--- config.mk ---
export PLATFORM = sky130hd
export DESIGN_NAME = mdu_divider_flat
export DESIGN_NICKNAME = d
export VERILOG_FILES = /design/src/rtl/mdu_divider_if.sv /design/src/rtl/mdu_divider.sv /design/src/flat_wrapper.sv
export SDC_FILE = /design/constraint.sdc
export NUM_CORES = 1
export LEC_CHECK = 0
export CORE_MARGIN = 2
export CORE_UTILIZATION = 50
export CTS_BUF_LIST = sky130_fd_sc_hd__clkbuf_4 sky130_fd_sc_hd__clkbuf_8
export CTS_CLUSTER_DIAMETER = 100
export DETAILED_ROUTE_END_ITERATION = 10
export HOLD_SLACK_MARGIN = 0.1
export PLACE_DENSITY = 0.71
export SYNTH_ARGS = -nofsm -noshare
export SYNTH_HDL_FRONTEND = slang
export SYNTH_SLANG_ARGS = --single-unit
--- constraint.sdc ---
create_clock -name clk -period 3.9 [get_ports clk]
set_clock_uncertainty 0.15 [all_clocks]
set_input_delay 0.585 -clock clk [delete_from_list [all_inputs] [get_ports clk]]
set_output_delay 0.585 -clock clk [all_outputs]
set_load 0.01 [all_outputs]
--- src/rtl/mdu_divider_if.sv ---
// Request/response bundle between the execute stage and the RV32M divider.
interface mdu_divider_if #(
    parameter int N = 32
);
    logic         start;
    logic         is_signed;
    logic         want_rem;
    logic [N-1:0] dividend;
    logic [N-1:0] divisor;
    logic         kill;
    logic         busy;
    logic         stall;
    logic         done;
    logic [N-1:0] result;

    modport master (
        output start, is_signed, want_rem, dividend, divisor, kill,
        input  busy, stall, done, result
    );

    modport slave (
        input  start, is_signed, want_rem, dividend, divisor, kill,
        output busy, stall, done, result
    );
endinterface

--- src/rtl/mdu_divider.sv ---
// Radix-2 restoring divider for DIV/DIVU/REM/REMU; N iterations plus one sign-fix cycle.
// Divide-by-zero and signed overflow take a one-cycle fast path to DONE.
module mdu_divider #(
    parameter int N = 32
) (
    input logic          clk,
    input logic          rst,
    mdu_divider_if.slave bus
);
    localparam int           CW      = $clog2(N);
    localparam logic [CW-1:0] LAST   = CW'(N - 1);
    localparam logic [N-1:0] INT_MIN = {1'b1, {(N-1){1'b0}}};

    typedef enum logic [1:0] {IDLE, RUN, FIX, DONE} state_t;

    state_t        state;
    logic [N-1:0]  rem, quo, dvs, result_q;
    logic [CW-1:0] cnt;
    logic          neg_q, neg_r, want_rem_q, busy_q, done_q;

    logic          a_neg, b_neg, ovf;
    logic [N-1:0]  mag_a, mag_b;
    logic [N:0]    shifted, trial;
    logic [N-1:0]  rem_step, quo_step, quo_fix, rem_fix;

    assign a_neg = bus.is_signed & bus.dividend[N-1];
    assign b_neg = bus.is_signed & bus.divisor[N-1];
    assign mag_a = a_neg ? -bus.dividend : bus.dividend;
    assign mag_b = b_neg ? -bus.divisor : bus.divisor;
    assign ovf   = bus.is_signed & (bus.dividend == INT_MIN) & (bus.divisor == '1);

    // NOTE: every variable written here gets a value on every path, so no latch is inferred.
    always_comb begin
        shifted  = {rem, quo[N-1]};
        trial    = shifted - {1'b0, dvs};
        rem_step = trial[N] ? shifted[N-1:0] : trial[N-1:0];
        quo_step = {quo[N-2:0], ~trial[N]};
    end

    assign quo_fix = neg_q ? -quo : quo;
    assign rem_fix = neg_r ? -rem : rem;

    // NOTE: sequential state is assigned with <= only, so every register sees pre-edge values.
    always_ff @(posedge clk) begin
        if (rst) begin
            state      <= IDLE;
            rem        <= '0;
            quo        <= '0;
            dvs        <= '0;
            cnt        <= '0;
            neg_q      <= 1'b0;
            neg_r      <= 1'b0;
            want_rem_q <= 1'b0;
            result_q   <= '0;
            busy_q     <= 1'b0;
            done_q     <= 1'b0;
        end else if (bus.kill) begin
            state  <= IDLE;
            busy_q <= 1'b0;
            done_q <= 1'b0;
        end else begin
            done_q <= 1'b0;
            case (state)
                IDLE: begin
                    if (bus.start) begin
                        want_rem_q <= bus.want_rem;
                        neg_q      <= a_neg ^ b_neg;
                        neg_r      <= a_neg;
                        quo        <= mag_a;
                        dvs        <= mag_b;
                        rem        <= '0;
                        cnt        <= '0;
                        if (bus.divisor == '0) begin
                            result_q <= bus.want_rem ? bus.dividend : '1;
                            state    <= DONE;
                            done_q   <= 1'b1;
                        end else if (ovf) begin
                            result_q <= bus.want_rem ? '0 : bus.dividend;
                            state    <= DONE;
                            done_q   <= 1'b1;
                        end else begin
                            state  <= RUN;
                            busy_q <= 1'b1;
                        end
                    end
                end
                RUN: begin
                    rem <= rem_step;
                    quo <= quo_step;
                    cnt <= cnt + 1'b1;
                    if (cnt == LAST) state <= FIX;
                end
                FIX: begin
                    result_q <= want_rem_q ? rem_fix : quo_fix;
                    state    <= DONE;
                    busy_q   <= 1'b0;
                    done_q   <= 1'b1;
                end
                DONE:    state <= IDLE;
                default: state <= IDLE;
            endcase
        end
    end

    // Combinational so the downstream register is frozen in the very cycle a start is accepted.
    assign bus.stall  = (bus.start & (state == IDLE) & ~bus.kill) | busy_q;
    assign bus.busy   = busy_q;
    assign bus.done   = done_q;
    assign bus.result = result_q;
endmodule
--- src/flat_wrapper.sv ---
// flat-port wrapper written by rule: the top's interface ports become plain ports
module mdu_divider_flat 
#(
    parameter int N = 32
)
  (clk, rst, bus_start, bus_is_signed, bus_want_rem, bus_dividend, bus_divisor, bus_kill, bus_busy, bus_stall, bus_done, bus_result);
  mdu_divider_if #(.N(N)) bus_i ();
  input logic clk;
  input logic rst;
  input wire logic [$bits(bus_i.start)-1:0] bus_start;
  input wire logic [$bits(bus_i.is_signed)-1:0] bus_is_signed;
  input wire logic [$bits(bus_i.want_rem)-1:0] bus_want_rem;
  input wire logic [$bits(bus_i.dividend)-1:0] bus_dividend;
  input wire logic [$bits(bus_i.divisor)-1:0] bus_divisor;
  input wire logic [$bits(bus_i.kill)-1:0] bus_kill;
  output wire logic [$bits(bus_i.busy)-1:0] bus_busy;
  output wire logic [$bits(bus_i.stall)-1:0] bus_stall;
  output wire logic [$bits(bus_i.done)-1:0] bus_done;
  output wire logic [$bits(bus_i.result)-1:0] bus_result;
  assign bus_i.start = bus_start;
  assign bus_i.is_signed = bus_is_signed;
  assign bus_i.want_rem = bus_want_rem;
  assign bus_i.dividend = bus_dividend;
  assign bus_i.divisor = bus_divisor;
  assign bus_i.kill = bus_kill;
  assign bus_busy = bus_i.busy;
  assign bus_stall = bus_i.stall;
  assign bus_done = bus_i.done;
  assign bus_result = bus_i.result;
  mdu_divider #(.N(N)) u_core (.clk(clk), .rst(rst), .bus(bus_i));
endmodule
* Word-level counts from Yosys, hierarchy flattened
Index checks and enable logic that the tools add are counted.
** Cells by class
- Add/sub/neg operators :: 6
- Equal/unequal tests :: 11
- Muxes and demuxes :: 31
- Bitwise gates (word level) :: 10
- Reductions and logical operators :: 10
** Operators with widths (number)
- $mux W32 :: 13
- $pmux W32 S2 :: 3
- $neg A32 Y32 :: 4
- $eq A32 B32 Y1 const B :: 2
- $sub A33 B32 Y33 :: 1
- $logic_not A32 Y1 :: 1
- $pmux W5 S2 :: 1
- $mux W2 :: 4
- $pmux W2 S4 :: 1
- $reduce_and A4 Y1 :: 2
- $and A1 B1 Y1 :: 6
- $mux W1 :: 6
- $ne A2 B2 Y1 const B :: 3
- $reduce_and A3 Y1 :: 2
- $add A5 B1 Y5 const B :: 1
- $eq A5 B5 Y1 const B :: 1
- $mux W5 :: 1
- $eq A2 B2 Y1 const B :: 2
- $pmux W1 S2 :: 2
- $reduce_bool A2 Y1 :: 2
- $ne A3 B1 Y1 const B :: 1
- $eq A2 B1 Y1 const B :: 1
- $logic_not A2 Y1 :: 1
- $ne A2 B1 Y1 const B :: 1
- 5 further kinds :: 6
** Word-level totals
- Bits in registers :: 140
- Bits of input ports :: 70
- Output and inout port bits :: 35
- Word-level logic and storage cells :: 79

* Logic depth before layout (Yosys ltp)
Gate-level depths: netlist of run 1.
- Word-level depth :: 7
- Gate-level depth with buffers :: 13
- Depth with buffers taken out :: 11

* Least setup slack after synthesis of run 1
No wires, ideal clock.
- Kind :: flip-flop to flip-flop
- Start :: register u_core.rem[9]
- End :: register u_core.rem[18]
- Library setup time :: 0.079 ns
- Arrival time :: 2.849 ns
- Data required time :: 3.671 ns
- Slack :: 0.822 ns
- Cell stages (with the launch flop) :: 13
- Buffers on the path :: 3
- Clock period less this slack :: 3.078 ns
- Cells stage by stage :: dfxtp_1 -> ha_1 -> clkbuf_1 -> o21ai_0 -> nor2_1 -> or4b_4 -> o21ai_4 -> nand3_4 -> and3_1 -> buf_6 -> buf_6 -> or4_1 -> o211ai_1
** On the way
- Word-level cells in the longest chain between the ends :: 3
** Ends and longest elaborated chain
- from (decl) :: RTL line mdu_divider.sv:17 : logic [N-1:0] rem, quo, dvs, result_q;
- from (signal assigned) :: RTL line mdu_divider.sv:88 : rem <= rem_step;
- $sub A33 B32 Y33 :: RTL line mdu_divider.sv:35 : trial = shifted - {1'b0, dvs};
- $mux W32 :: RTL line mdu_divider.sv:36 : rem_step = trial[N] ? shifted[N-1:0] : trial[N-1:0];
- $pmux W32 S2 :: RTL line mdu_divider.sv:63 : case (state)
Every way passes these cells.
A chain may end at the register's enable or synchronous reset.

* Final worst setup path of run 1
- Start :: register u_core.dvs[9]
- End :: register u_core.rem[14]
** On the way
- Word-level cells in the longest chain between the ends :: 3
** Ends and longest elaborated chain
- from (decl) :: RTL line mdu_divider.sv:17
- from (signal assigned) :: RTL line mdu_divider.sv:70 : dvs <= mag_b;
- $sub A33 B32 Y33 :: RTL line mdu_divider.sv:35
- $mux W32 :: RTL line mdu_divider.sv:36
- $pmux W32 S2 :: RTL line mdu_divider.sv:63
Every way passes these cells.

==> out/qor.csv, run 1 <==
metric,value,unit
Pre-antenna DRT Iters,5,
clock tree buffer depth,2,
core area,22640,µm²
Seq cells post-synth,140,
number of max-cap violations,0,
crit-path max FO,12,
Starting Density,51.02,%
ANT nets after route,0,
fill count,2134,
post-layout worst setup margin,0.4185,ns
Crit. End Element,flop,
RSZ-0062 raised after global routing,false,
Hold Buf Count CTS,0,
Final Power,3.582,mW
die height,156.0,µm
Synth Net Count,1709,
Worst path slowest cell,or4b_4,
"Cell Area, Synth",11550,µm²
DR WL/cell,18.94,µm
PwrDens,269.3,nW/µm²
first-pass GRT wire length,57.95,mm
commonest register cell after synthesis,dfxtp_1,
post-CTS sizing,0,
Post-synth EDFFs,0,
H-tree depth,4,
share of layout cells above drive strength 1,7.425,%
Site Rows,55,
clk slew on worst S/H paths,0.09,ns
CTS tree,built,
Worst-Margin Slew,1.111,ns
"worst slack, placed",0.3145,ns
I/O pin total,105,
total track usage,30.06,%
most frequent cells in the layout,"nand2_1, dfxtp_1, nor2_1",
type of origin of the critical path,flop,
CP required,4.10,ns
hold depth,2,
Worst Path Buf+Inv,2,
fmax,0.2872,GHz
vias,12209,
WL final,37.04,mm
GRT overflow,0,
Yosys warnings,0,
1st-iter DRT viols,1069,
"reg-to-reg slack, setup",0.42,ns
post-synthesis sequential area ratio,24.26,%
"Setup Fix Bufs, Post-CTS",0,
crit-path cells,inv_1 > ha_1 > a211oi_2 > nor2_1 > or4b_4 > o21ai_4 > nand3_4 > and3_1 > buf_4 > or4_1 > o311ai_1,
Num CTS Buffers,17,
largest net degree at the start of global routing,82,
leakage power figure,4.779,nW
r2r endpoint,u_core.rem[14],
Hold/Removal Path Class,flop to flop,
setup TNS,0,ns
vias in the first global route,10762,
Area growth syn-to-layout,15.13,%
die extent in x,156.0,µm
via density per instance,6.245,
R2R Path Start,u_core.dvs[9],
Clock Sinks,140,
setup violators final,0,
Worst path top cell family by delay,simple AND/OR/NAND/NOR gates,
hold_sp,u_core.bus.result[14],
Placer Congestion,0.9590,
Pins Over Slew Limit,0,
Worst Hold End,u_core.bus.result[14],
dpl hpwl,27.46,mm
initial antenna violation count,0,
CP max stage delay,0.55,ns
status,"finished, final reports clean",
Final Hold Fails,0,
Slew Limit Headroom,25.87,%
min Tclk post-route,3.482,ns
Yosys cell types,80,
residual DRC count,0,
Buffers on Ports,104,
Nets,1772,
Root Buffer,clkbuf_8,
Worst Setup SP,u_core.dvs[9],
n_diodes,0,
crit path DAT,3.68,ns
Skew-Pair Late Insertion Delay,0.47,ns
die footprint,24330,µm²
WS Path Type,flop to flop,
cell depth of the worst flop-to-flop path,11,
asr flop ratio synth,0,%
Post-Syn Instances,1596,
period utilization,89.27,%
"most common cell after layout, fill and taps aside",nand2_1,
peak supply drop,0.1969,mV
syn avg cell area,7.238,µm²
## worst register-to-register path, delay by kind of cell, from the launching register on
family | cells | cell delay, ns
adder cells (fa/ha/maj) | 1 | 0.41
buffers and inverters | 2 | 0.29
AO/OA/AOI/OAI | 3 | 0.59
AND/OR/NAND/NOR | 5 | 1.51
flip-flops | 1 | 0.43
## metrics by stage
| stage | hold slack, ns | cells | cell area, µm² | util, % |
|---|---|---|---|---|
| after detailed placement | 0.2923 | 1925 | 12920 | 57.07 |
| after floorplan | 0.2819 | 1596 | 11550 | - |
| final | 0.3015 | 1955 | 13300 | 58.74 |
| after global placement | 0.2902 | 1925 | 12920 | 57.07 |
| after global routing | 0.3213 | 1955 | 13300 | 58.74 |
| after CTS | 0.3048 | 1955 | 13300 | 58.74 |
## synth_stat cells, drive strengths merged (4+ instances only)
| master | number | area, µm² |
|---|---|---|
| or4 | 30 | 229.0 |
| inv | 65 | 244.0 |
| and3 | 10 | 62.56 |
| nor2 | 129 | 484.2 |
| a211oi | 39 | 302.8 |
| nand2 | 217 | 814.5 |
| mux2 | 4 | 45.04 |
| mux2i | 9 | 90.09 |
| nor2b | 9 | 56.30 |
| and2 | 15 | 93.84 |
| o21ai | 114 | 585.6 |
| nor4b | 8 | 95.09 |
| ha | 42 | 525.5 |
| xnor2 | 75 | 656.9 |
| nand2b | 15 | 93.84 |
| a31oi | 22 | 137.6 |
| or3 | 18 | 117.6 |
| a41oi | 5 | 43.79 |
| o31ai | 24 | 180.2 |
| a311oi | 6 | 52.55 |
| nor3 | 44 | 220.2 |
| a22oi | 6 | 45.04 |
| a311o | 5 | 50.05 |
| o311ai | 14 | 122.6 |
| o41ai | 16 | 147.7 |
| nor3b | 8 | 60.06 |
| nand3b | 7 | 52.55 |
| buf | 25 | 147.6 |
| xor2 | 57 | 499.2 |
| clkbuf | 90 | 337.8 |
| o2111ai | 5 | 43.79 |
| a21oi | 122 | 614.3 |
| or2 | 10 | 62.56 |
| o22ai | 6 | 37.54 |
| a21o | 16 | 120.1 |
| nor4 | 22 | 150.1 |
| o21a | 7 | 52.55 |
| nand3 | 33 | 177.7 |
| o211ai | 45 | 337.8 |
| nand4 | 16 | 106.4 |
| maj3 | 7 | 70.07 |
| o221ai | 7 | 61.31 |
| dfxtp | 140 | 2803 |
## cell families after synthesis
group | after synthesis | share of synthesized area (%)
muxes | 13 | 1.170
adders and majority gates | 50 | 5.329
xor gates and xnor gates | 132 | 10.01
DFF | 140 | 24.26
and+or+nand+nor | 599 | 25.66
buffers and inverters | 180 | 6.315
AOI/OAI and AO/OA | 482 | 27.25
## layout make-up
| type | count | area (µm²) | area share [%] |
|---|---|---|---|
| Tap cell | 285 | 356.6 | 2.681 |
| Clock inverter | 13 | 145.1 | 1.091 |
| Timing Repair Buffer | 159 | 1476 | 11.10 |
| Multi-Input combinational cell | 1276 | 8040 | 60.46 |
| Inverter | 65 | 244.0 | 1.835 |
| Sequential cell | 140 | 2803 | 21.07 |
| Clock buffer | 17 | 234.0 | 1.759 |
## report_power, final
| part | switching (mW) | total (mW) | internal [mW] |
|---|---|---|---|
| sequential | 0.0525 | 1.53 | 1.47 |
| combinational | 0.514 | 0.867 | 0.353 |
| clock | 0.622 | 1.19 | 0.565 |
| total | 1.19 | 3.58 | 2.39 |
## metal layers
metal,vias up,global-route usage [%],share of wire [%]
met1,5711,42.16,45
met2,496,46.99,45
met5,-,0,0
met4,0,10.00,2.6
met3,62,4.833,7.7
li1,5940,-,-
## flip-flops by register name, indices dropped and copies added (netlist names)
name               flops
u_core.neg_q           1
u_core.bus.busy        1
u_core.bus.done        1
u_core.state           2
u_core.want_rem_q      1
u_core.neg_r           1
u_core.bus.result     32
u_core.dvs            32
u_core.cnt             5
u_core.rem            32
u_core.quo            32
## worst max-delay path by stage
stage	endpoint	cells after the start
2_1_floorplan	u_core.rem[18]	12
3_3_place_gp	u_core.dvs[30]	9
3_5_place_dp	u_core.dvs[30]	9
4_1_cts	u_core.rem[28]	11
5_1_grt	u_core.rem[28]	11
6_report	u_core.rem[14]	11
No activity file was read; power rests on OpenSTA's default activity.
==> run 2: changes to the inputs <==
Settings changed: GPL_TIMING_DRIVEN set to 0, TNS_END_PERCENT set to 10.
Clock period 3.9 ns to 3.5 ns, I/O delays scaled along.
==> run 2 against run 1 <==
Net effect: global-route usage is 4.9 points higher; non-clock buffer count is 63 higher; via count is 5.7% higher; sequential cell count stayed put; count of clock-buffer cells in the layout is 3 higher; core utilization is 1.4 points higher.
==> out/qor.csv, run 2 (synthesis gave the netlist of run 1 again) <==
metric,value,unit
status,"finished, final reports clean",
die extent in x,156.0,µm
period utilization,99.73,%
Buffers on Ports,102,
n_diodes,0,
Site Rows,55,
vias in the first global route,11701,
Num CTS Buffers,17,
peak supply drop,0.2025,mV
routing usage on met1,49.22,%
Final Hold Fails,0,
via density per instance,6.391,
core area,22640,µm²
"reg-to-reg slack, setup",0.01,ns
"worst slack, placed",-0.9299,ns
GR met3 Demand/Resource,7.861,%
DR WL/cell,21.32,µm
Pre-antenna DRT Iters,6,
Worst-Margin Slew,0.9262,ns
Area growth syn-to-layout,17.85,%
Hold/Removal Path Class,flop to flop,
Worst Hold End,u_core.dvs[22],
"most common cell after layout, fill and taps aside",nand2_1,
first-pass GRT wire length,65.98,mm
WS Path Type,flop to flop,
dpl hpwl,33.06,mm
Nets,1835,
cell internal pwr,2.797,mW
most frequent cells in the layout,"nand2_1, dfxtp_1, nor2_1",
clk slew on worst S/H paths,0.09,ns
post-layout worst setup margin,0.009617,ns
R2R Path Start,u_core.dvs[9],
Hold Buf Count CTS,0,
die footprint,24330,µm²
hold depth,2,
Finished Cell Area,13610,µm²
cell depth of the worst flop-to-flop path,13,
ANT nets after route,0,
Seq pwr share,40.4,%
GRT overflow,0,
switching share of power,33.60,%
setup violators final,0,
most used routing layer,met2,
crit-path max FO,10,
grt met2 use,53.16,%
hold_sp,u_core.dvs[22],
Crit. End Element,flop,
I/O pin total,105,
Pins Over Slew Limit,0,
clock tree buffer depth,2,
vias,12910,
share of layout cells above drive strength 1,6.974,%
Slew Limit Headroom,38.25,%
RSZ-0062 raised after global routing,true,
CP required,3.75,ns
PwrDens,309.4,nW/µm²
Clock Sinks,140,
combinational power share,24.4,%
initial antenna violation count,1,
min Tclk post-route,3.490,ns
Placer Congestion,0.9450,
Final Power,4.212,mW
Skew-Pair Late Insertion Delay,0.49,ns
fmax,0.2865,GHz
CTS tree,built,
die height,156.0,µm
H-tree depth,4,
residual DRC count,0,
number of max-cap violations,0,
clock network fraction of total power,35.3,%
WL final,43.06,mm
Psw,1.415,mW
placed cell area,12930,µm²
leakage power figure,4.815,nW
crit path DAT,3.74,ns
Root Buffer,clkbuf_8,
1st-iter DRT viols,1450,
largest net degree at the start of global routing,17,
Starting Density,51.02,%
type of origin of the critical path,flop,
r2r endpoint,u_core.rem[8],
total track usage,34.97,%
==> run 2: layer usage <==
metal  routed length, µm  vias to the layer above  share of wire [%]
met2               18460                      683                 43
li1                    -                     6052                  -
met3                4548                      113                 11
met5                  13                        -              0.030
met1               18740                     6060                 44
met4                1305                        2                3.0
==> run 2: repair_timing <==
item                       4_1_cts  5_1_grt
setup endpoints to repair       66       66
gates resized for setup         24       26
setup buffers                    1        6
gates cloned                     0        0
pin swaps                        0        7
==> run 2: cell type report <==
class	count	area [µm²]
plain buffers	113	496.7
inverters	65	244.0
repair buffers	109	1074
multi-input cells	1276	8202
fillers	2118	9027
clock buffers	20	269.0
clock inverters	12	162.7
flip-flops and latches	140	2809
well taps	285	356.6
==> run 2: worst max path at each step <==
stage | slack [ns] | cells after the start | startpoint | to
after floorplan | 0.42 | 12 | u_core.rem[9] | u_core.rem[18]
after global placement | -0.89 | 8 | bus_dividend[9] | u_core.bus.result[8]
after detailed placement | -0.93 | 8 | bus_dividend[9] | u_core.bus.result[8]
after CTS | 0.002 | 9 | bus_dividend[17] | u_core.bus.result[8]
after global routing | -0.07 | 13 | u_core.dvs[9] | u_core.rem[28]
final | 0.01 | 13 | u_core.dvs[9] | u_core.rem[8]
==> run 2: power groups by stage <==
stage          sequential [mW]  clock [mW]  combinational (mW)
5_1_grt                   1.71        1.56                1.11
3_3_place_gp              1.73           0               0.961
2_1_floorplan             1.71           0               0.634
6_report                  1.70        1.49                1.03
3_5_place_dp              1.73           0               0.965
4_1_cts                   1.70        1.49               0.982
==> run 2: stage by stage <==
step | TNS, ns | util (%) | hold slack (ns) | std cells
after global placement | -47.08 | 57.10 | 0.2900 | 1983
after floorplan | 0 | - | 0.2819 | 1596
after global routing | -0.2802 | 60.13 | 0.3273 | 2020
final | 0 | 60.13 | 0.3032 | 2020
after CTS | 0 | 59.49 | 0.3055 | 2016
after detailed placement | -49.53 | 57.10 | 0.2949 | 1983
==> run 2: critical path: stages, from the launching register on <==
cell      delay (ns)
dfxtp_4         0.39
inv_1           0.08
ha_1            0.30
buf_6           0.14
a211oi_2        0.20
nor2_1          0.10
or4b_4          0.54
o21ai_4         0.23
nand3_4         0.13
and3_1          0.21
buf_6           0.14
buf_6           0.13
or4_1           0.54
o211ai_1        0.12
